## src/rtl/sdram_arbiter.sv

```systemverilog
// SDRAM bus arbiter: passes the init sequencer through after reset, then grants
// the SDRAM pins to one of refresh / write / read at a time (refresh > write > read).
module sdram_arbiter #(
   parameter logic [3:0] CMD_NOP = 4'b0111,
   parameter int         ADDR_W  = 13,
   parameter int         BA_W    = 2
) (
   input  logic              sysclk_100M,
   input  logic              rst_n,
   input  logic [3:0]        init_cmd,
   input  logic [BA_W-1:0]   init_ba,
   input  logic [ADDR_W-1:0] init_addr,
   input  logic              init_end,
   input  logic              refresh_req,
   input  logic              refresh_end,
   input  logic [3:0]        refresh_cmd,
   output logic              refresh_ack,
   input  logic              wr_req,
   input  logic              wr_end,
   input  logic [3:0]        wr_cmd,
   input  logic [BA_W-1:0]   wr_ba,
   input  logic [ADDR_W-1:0] wr_addr,
   output logic              wr_ack,
   input  logic              rd_req,
   input  logic              rd_end,
   input  logic [3:0]        rd_cmd,
   input  logic [BA_W-1:0]   rd_ba,
   input  logic [ADDR_W-1:0] rd_addr,
   output logic              rd_ack,
   output logic              sdram_cke,
   output logic [3:0]        sdram_cmd,
   output logic [BA_W-1:0]   sdram_ba,
   output logic [ADDR_W-1:0] sdram_addr
);

   typedef enum logic [2:0] {
      INIT  = 3'd0,
      ARBIT = 3'd1,
      AREF  = 3'd2,
      WRITE = 3'd3,
      READ  = 3'd4
   } state_t;

   state_t state, state_next;

   // State register; asynchronous reset returns to the init pass-through
   always_ff @(posedge sysclk_100M or negedge rst_n) begin
      if (!rst_n) state <= INIT;
      else        state <= state_next;
   end

   // Next state: fixed-priority grant from ARBIT, each service runs to its own end
   always_comb begin
      state_next = state;
      case (state)
         INIT:  if (init_end) state_next = ARBIT;
         ARBIT: begin
            if      (refresh_req) state_next = AREF;
            else if (wr_req)      state_next = WRITE;
            else if (rd_req)      state_next = READ;
         end
         AREF:  if (refresh_end) state_next = ARBIT;
         WRITE: if (wr_end)      state_next = ARBIT;
         READ:  if (rd_end)      state_next = ARBIT;
         default: state_next = INIT;
      endcase
   end

   // Bus mux: combinational on registered state, no added latency from master to pins
   always_comb begin
      sdram_cmd  = CMD_NOP;
      sdram_ba   = '0;
      sdram_addr = '0;
      case (state)
         INIT: begin
            sdram_cmd  = init_cmd;
            sdram_ba   = init_ba;
            sdram_addr = init_addr;
         end
         AREF: sdram_cmd = refresh_cmd;
         WRITE: begin
            sdram_cmd  = wr_cmd;
            sdram_ba   = wr_ba;
            sdram_addr = wr_addr;
         end
         READ: begin
            sdram_cmd  = rd_cmd;
            sdram_ba   = rd_ba;
            sdram_addr = rd_addr;
         end
         default: ;
      endcase
   end

   assign refresh_ack = (state == AREF);
   assign wr_ack      = (state == WRITE);
   assign rd_ack      = (state == READ);
   assign sdram_cke   = 1'b1;

endmodule

```

## config.mk

```make
export PLATFORM = sky130hd
export DESIGN_NAME = sdram_arbiter
export DESIGN_NICKNAME = d
export VERILOG_FILES = /design/src/rtl/sdram_arbiter.sv
export SDC_FILE = /design/constraint.sdc
export NUM_CORES = 1
export LEC_CHECK = 0
export ABC_AREA = 1
export CORE_AREA = 2 2 56 53
export DETAILED_ROUTE_END_ITERATION = 10
export DIE_AREA = 0 0 58 55
export HOLD_SLACK_MARGIN = 0.12
export PLACE_DENSITY = 0.84
export SLEW_MARGIN = 10
export SYNTH_ARGS = -nofsm -noshare
export SYNTH_HDL_FRONTEND = slang
export SYNTH_SLANG_ARGS = --single-unit
```

## constraint.sdc

```tcl
create_clock -name sysclk_100M -period 3.4 [get_ports sysclk_100M]
set_input_delay 1.02 -clock sysclk_100M [delete_from_list [all_inputs] [get_ports sysclk_100M]]
set_output_delay 1.02 -clock sysclk_100M [all_outputs]
set_load 0.03 [all_outputs]
```

==> metrics.md <==
| Metric | Value |
|---|---|
| Buffer cell driving the clock tree root | `clkbuf_4` |
| Total gr overflow | `0` |
| Library cells used by synthesis | `19` |
| Chain of cells forming the critical path | `clkdlybuf4s50_1 -> a22oi_1 -> nand4_1 -> buf_4` |
| Maximum fanout encountered on the critical timing path | `1` |
| Final setup slack of the worst path | `0.510 ns` |
| Number of cells produced by synthesis | `128` |
| Delay-heaviest family, CP | `buffers and inverters` |
| Number of setup buffers added after CTS | `0` |
| Sw power | `0.000595 W` |
| Fraction of synthesized cell area taken by the top area cell type | `0.405` |
| Critical path buffer and inverter count | `2` |
| Number of core rows | `18` |
| Clock tree from TritonCTS | `yes` |
| Category of the critical setup timing path | `in2out` |
| Post-detail-place hpwl | `2400 um` |
| Yosys warning total | `0` |
| Count of vias placed by the detailed router | `1131` |
| Combined flip-flop and latch cell area | `75.1 sq um` |
| Most frequent standard cell in the layout excluding fill and tap cells | `clkdlybuf4s50_1` |
| Resized Gates After CTS | `0` |
| Crit path launch type | `input pin` |
| Commonest cells after routing, fill and taps aside | `clkdlybuf4s50_1 (71), nand2_1 (68), buf_4 (23)` |
| Class of the tightest hold or removal check | `reg2reg` |
| Crit path arrival time | `1.87 ns` |
| Peak per-stage delay on the critical path | `0.40 ns` |
| Clock sink count | `3` |
| Maximum number of pins on one net before global-route repair | `21` |
| Final weighted congestion in routability-driven placement | `0.819` |
| Share of total power in sequential cells | `0.070` |
| Required time of the critical path | `2.38 ns` |
| Main area contributors after synthesis | `nand2_1 (40%), nand3_1 (16%), dfrtp_1 (12%), nand4_1 (5.0%), inv_1 (4.2%)` |
| Number of buffers added by the clock tree synthesis step | `3` |
| Vias in the first global route | `910` |
| Worst ir drop on vdd | `0.437 mV` |
| Run status | `finished, final reports clean` |
| Placed cell area | `1510 sq um` |
| Leakage | `0.717 nW` |
| Mean area per synthesized cell | `4.93 sq um` |
| Global router's overall resource usage | `0.164` |
| Setup Skew | `0.00297 ns` |
| Number of fill cells in the layout | `270` |
| Proportion of synthesized chip area in sequential cells | `0.119` |
| Pre-Repair DR Iteration Count | `4` |
| Proportion of power drawn by the clock network | `0.059` |
| Setup TNS | `0 ns` |
| # diodes | `0` |
| Final worst-path cycle share | `0.850` |
| Total area of multi-input combinational cells | `474 sq um` |
| Biggest regs | `state (3)` |
| Maximum number of buffers from clock root to sink | `2` |
| Die ar. | `3190 sq um` |
| Netlist Area Pre-Place | `631 sq um` |
| Layout-stage area growth over the synthesis result | `143%` |
| Max-slew violation count | `0` |
| Number of flip-flops under the largest register name | `3` |
| Clock latency of the later-clocked register in the worst-skew pair | `0.23 ns` |
| Post-Layout Inst Area | `1530 sq um` |
| Setup slack at placement | `0.508 ns` |
| Post-DRT Antenna Nets | `0` |
| Number of top-level design ports | `93` |
| Initial cell density of the core | `0.241` |
| Combinational share of power | `0.871` |
| Vias per Instance | `4.52` |
| Die boundary height | `55 um` |
| Routed WL per cell | `11.3 um` |
| Input/output buffers | `91` |
| Width of the chip | `58 um` |
| Max-cap check violation count | `0` |
| Worst setup EP type | `output port` |
| Internal power contribution | `0.000447 W` |
| Maximum clock frequency | `346 MHz` |
| DRC errors left | `0` |
| RSZ-0062 raised after global routing | `false` |
| Post-synthesis cell type with the largest combined area | `nand2_1` |
| Hold buffer count at cts | `0` |
| Wire length after detailed routing | `2840 um` |
| Number of register bits inferred by synthesis | `3` |
| CTS clk-pin slew, worst paths | `0.03 ns` |
| Final min period | `2.89 ns` |
| Starting DRT DRC Count | `44` |
| Post-layout nets | `291` |
| Global-route wire length before repair | `4060 um` |
| Placeable core region | `2610 sq um` |
| Largest reg by FF count | `state` |
| Slowest cell on crit path | `clkdlybuf4s50_1` |
| Initial antenna violation count | `0` |
| Switching part of the total | `0.571` |
| Net Count, Synth | `198` |
| Fraction of final layout cells with drive strength greater than 1 | `0.145` |
| Pwr Density | `679 nW/um^2` |
| H-tree depth | `1` |
| Total count of hold-check failures in the final report | `0` |
| Count of endpoints failing setup in the final report | `0` |
-- cells by family (layout without fill, tap and decap cells) --
family / count (synthesis) / after routing / share of synthesized area
and+or+nand+nor: 104 / 104 / 0.706
AOI/OAI and AO/OA: 4 / 4 / 0.0397
buffers and inverters: 16 / 108 / 0.129
DFF: 3 / 3 / 0.119
other: 1 / 1 / 0.00595
-- layer usage --
layer / up-vias / routed length (um) / track usage
met3: 0 / 260 / 0.0419
met1: 490 / 1130 / 0.185
met4: 0 / 0 / 0.0465
met5: - / 0 / 0
li1: 591 / - / -
met2: 50 / 1450 / 0.309
-- power groups by stage --
stage	registers [W]	logic [W]	clock network, W
2_1_floorplan	0.0000678	0.000571	0
3_3_place_gp	0.0000732	0.000911	0
3_5_place_dp	0.0000726	0.000916	0
4_1_cts	0.0000723	0.000918	0.0000637
5_1_grt	0.0000741	0.000975	0.0000672
6_report	0.0000731	0.000906	0.0000616
-- path summary, 6_finish.rpt --
path / cells after the start / endpoint / from / slack, ns
worst max-delay path: 4 / sdram_cmd[2] / wr_cmd[2] / 0.51
worst min-delay path: 2 / state[1] / state[1] / 0.58
worst max register to register: 8 / state[1] / state[2] / 1.97
worst min register to register: 2 / state[1] / state[1] / 0.58
max in group asynchronous: 1 / state[0] / rst_n / 2.29
min in group asynchronous: 1 / state[2] / rst_n / 0.97
-- cell usage after synthesis --
cell type	instances
nand4_1	5
conb_1	1
nor2_4	1
inv_2	3
a21oi_1	1
a22oi_1	2
nor3_1	1
inv_1	7
nor2_1	6
o21ai_0	1
dfrtp_1	3
nand3b_1	1
buf_6	1
buf_4	3
or2_2	1
nor2_2	1
nand3_1	20
nand2_1	68
buf_2	2
-- area by class of cell --
type | count | area share
inverters | 10 | 0.0245
flip-flops and latches | 3 | 0.0489
repair buffers | 94 | 0.576
multi-input cells | 109 | 0.309
well taps | 30 | 0.0245
clock buffers | 4 | 0.0171
-- worst register-to-register path: stages (launching register included) --
cell	delay, ns
dfrtp_1	0.48
nor2_1	0.11
buf_4	0.22
nand2_1	0.08
nand2_1	0.05
nor2_1	0.18
nand2_1	0.09
nand2_1	0.07
nand2_1	0.05
-- stage by stage --
step	hold WS, ns	std cells	total power [W]	utilization
CTS	0.571	250	0.00105	0.587
floorplan	0.518	128	0.000639	-
detailed placement	0.560	246	0.000989	0.577
finish	0.577	250	0.00104	0.587
global placement	0.551	246	0.000984	0.577
global route	0.579	250	0.00112	0.587
(Power assumes the default switching activity.)
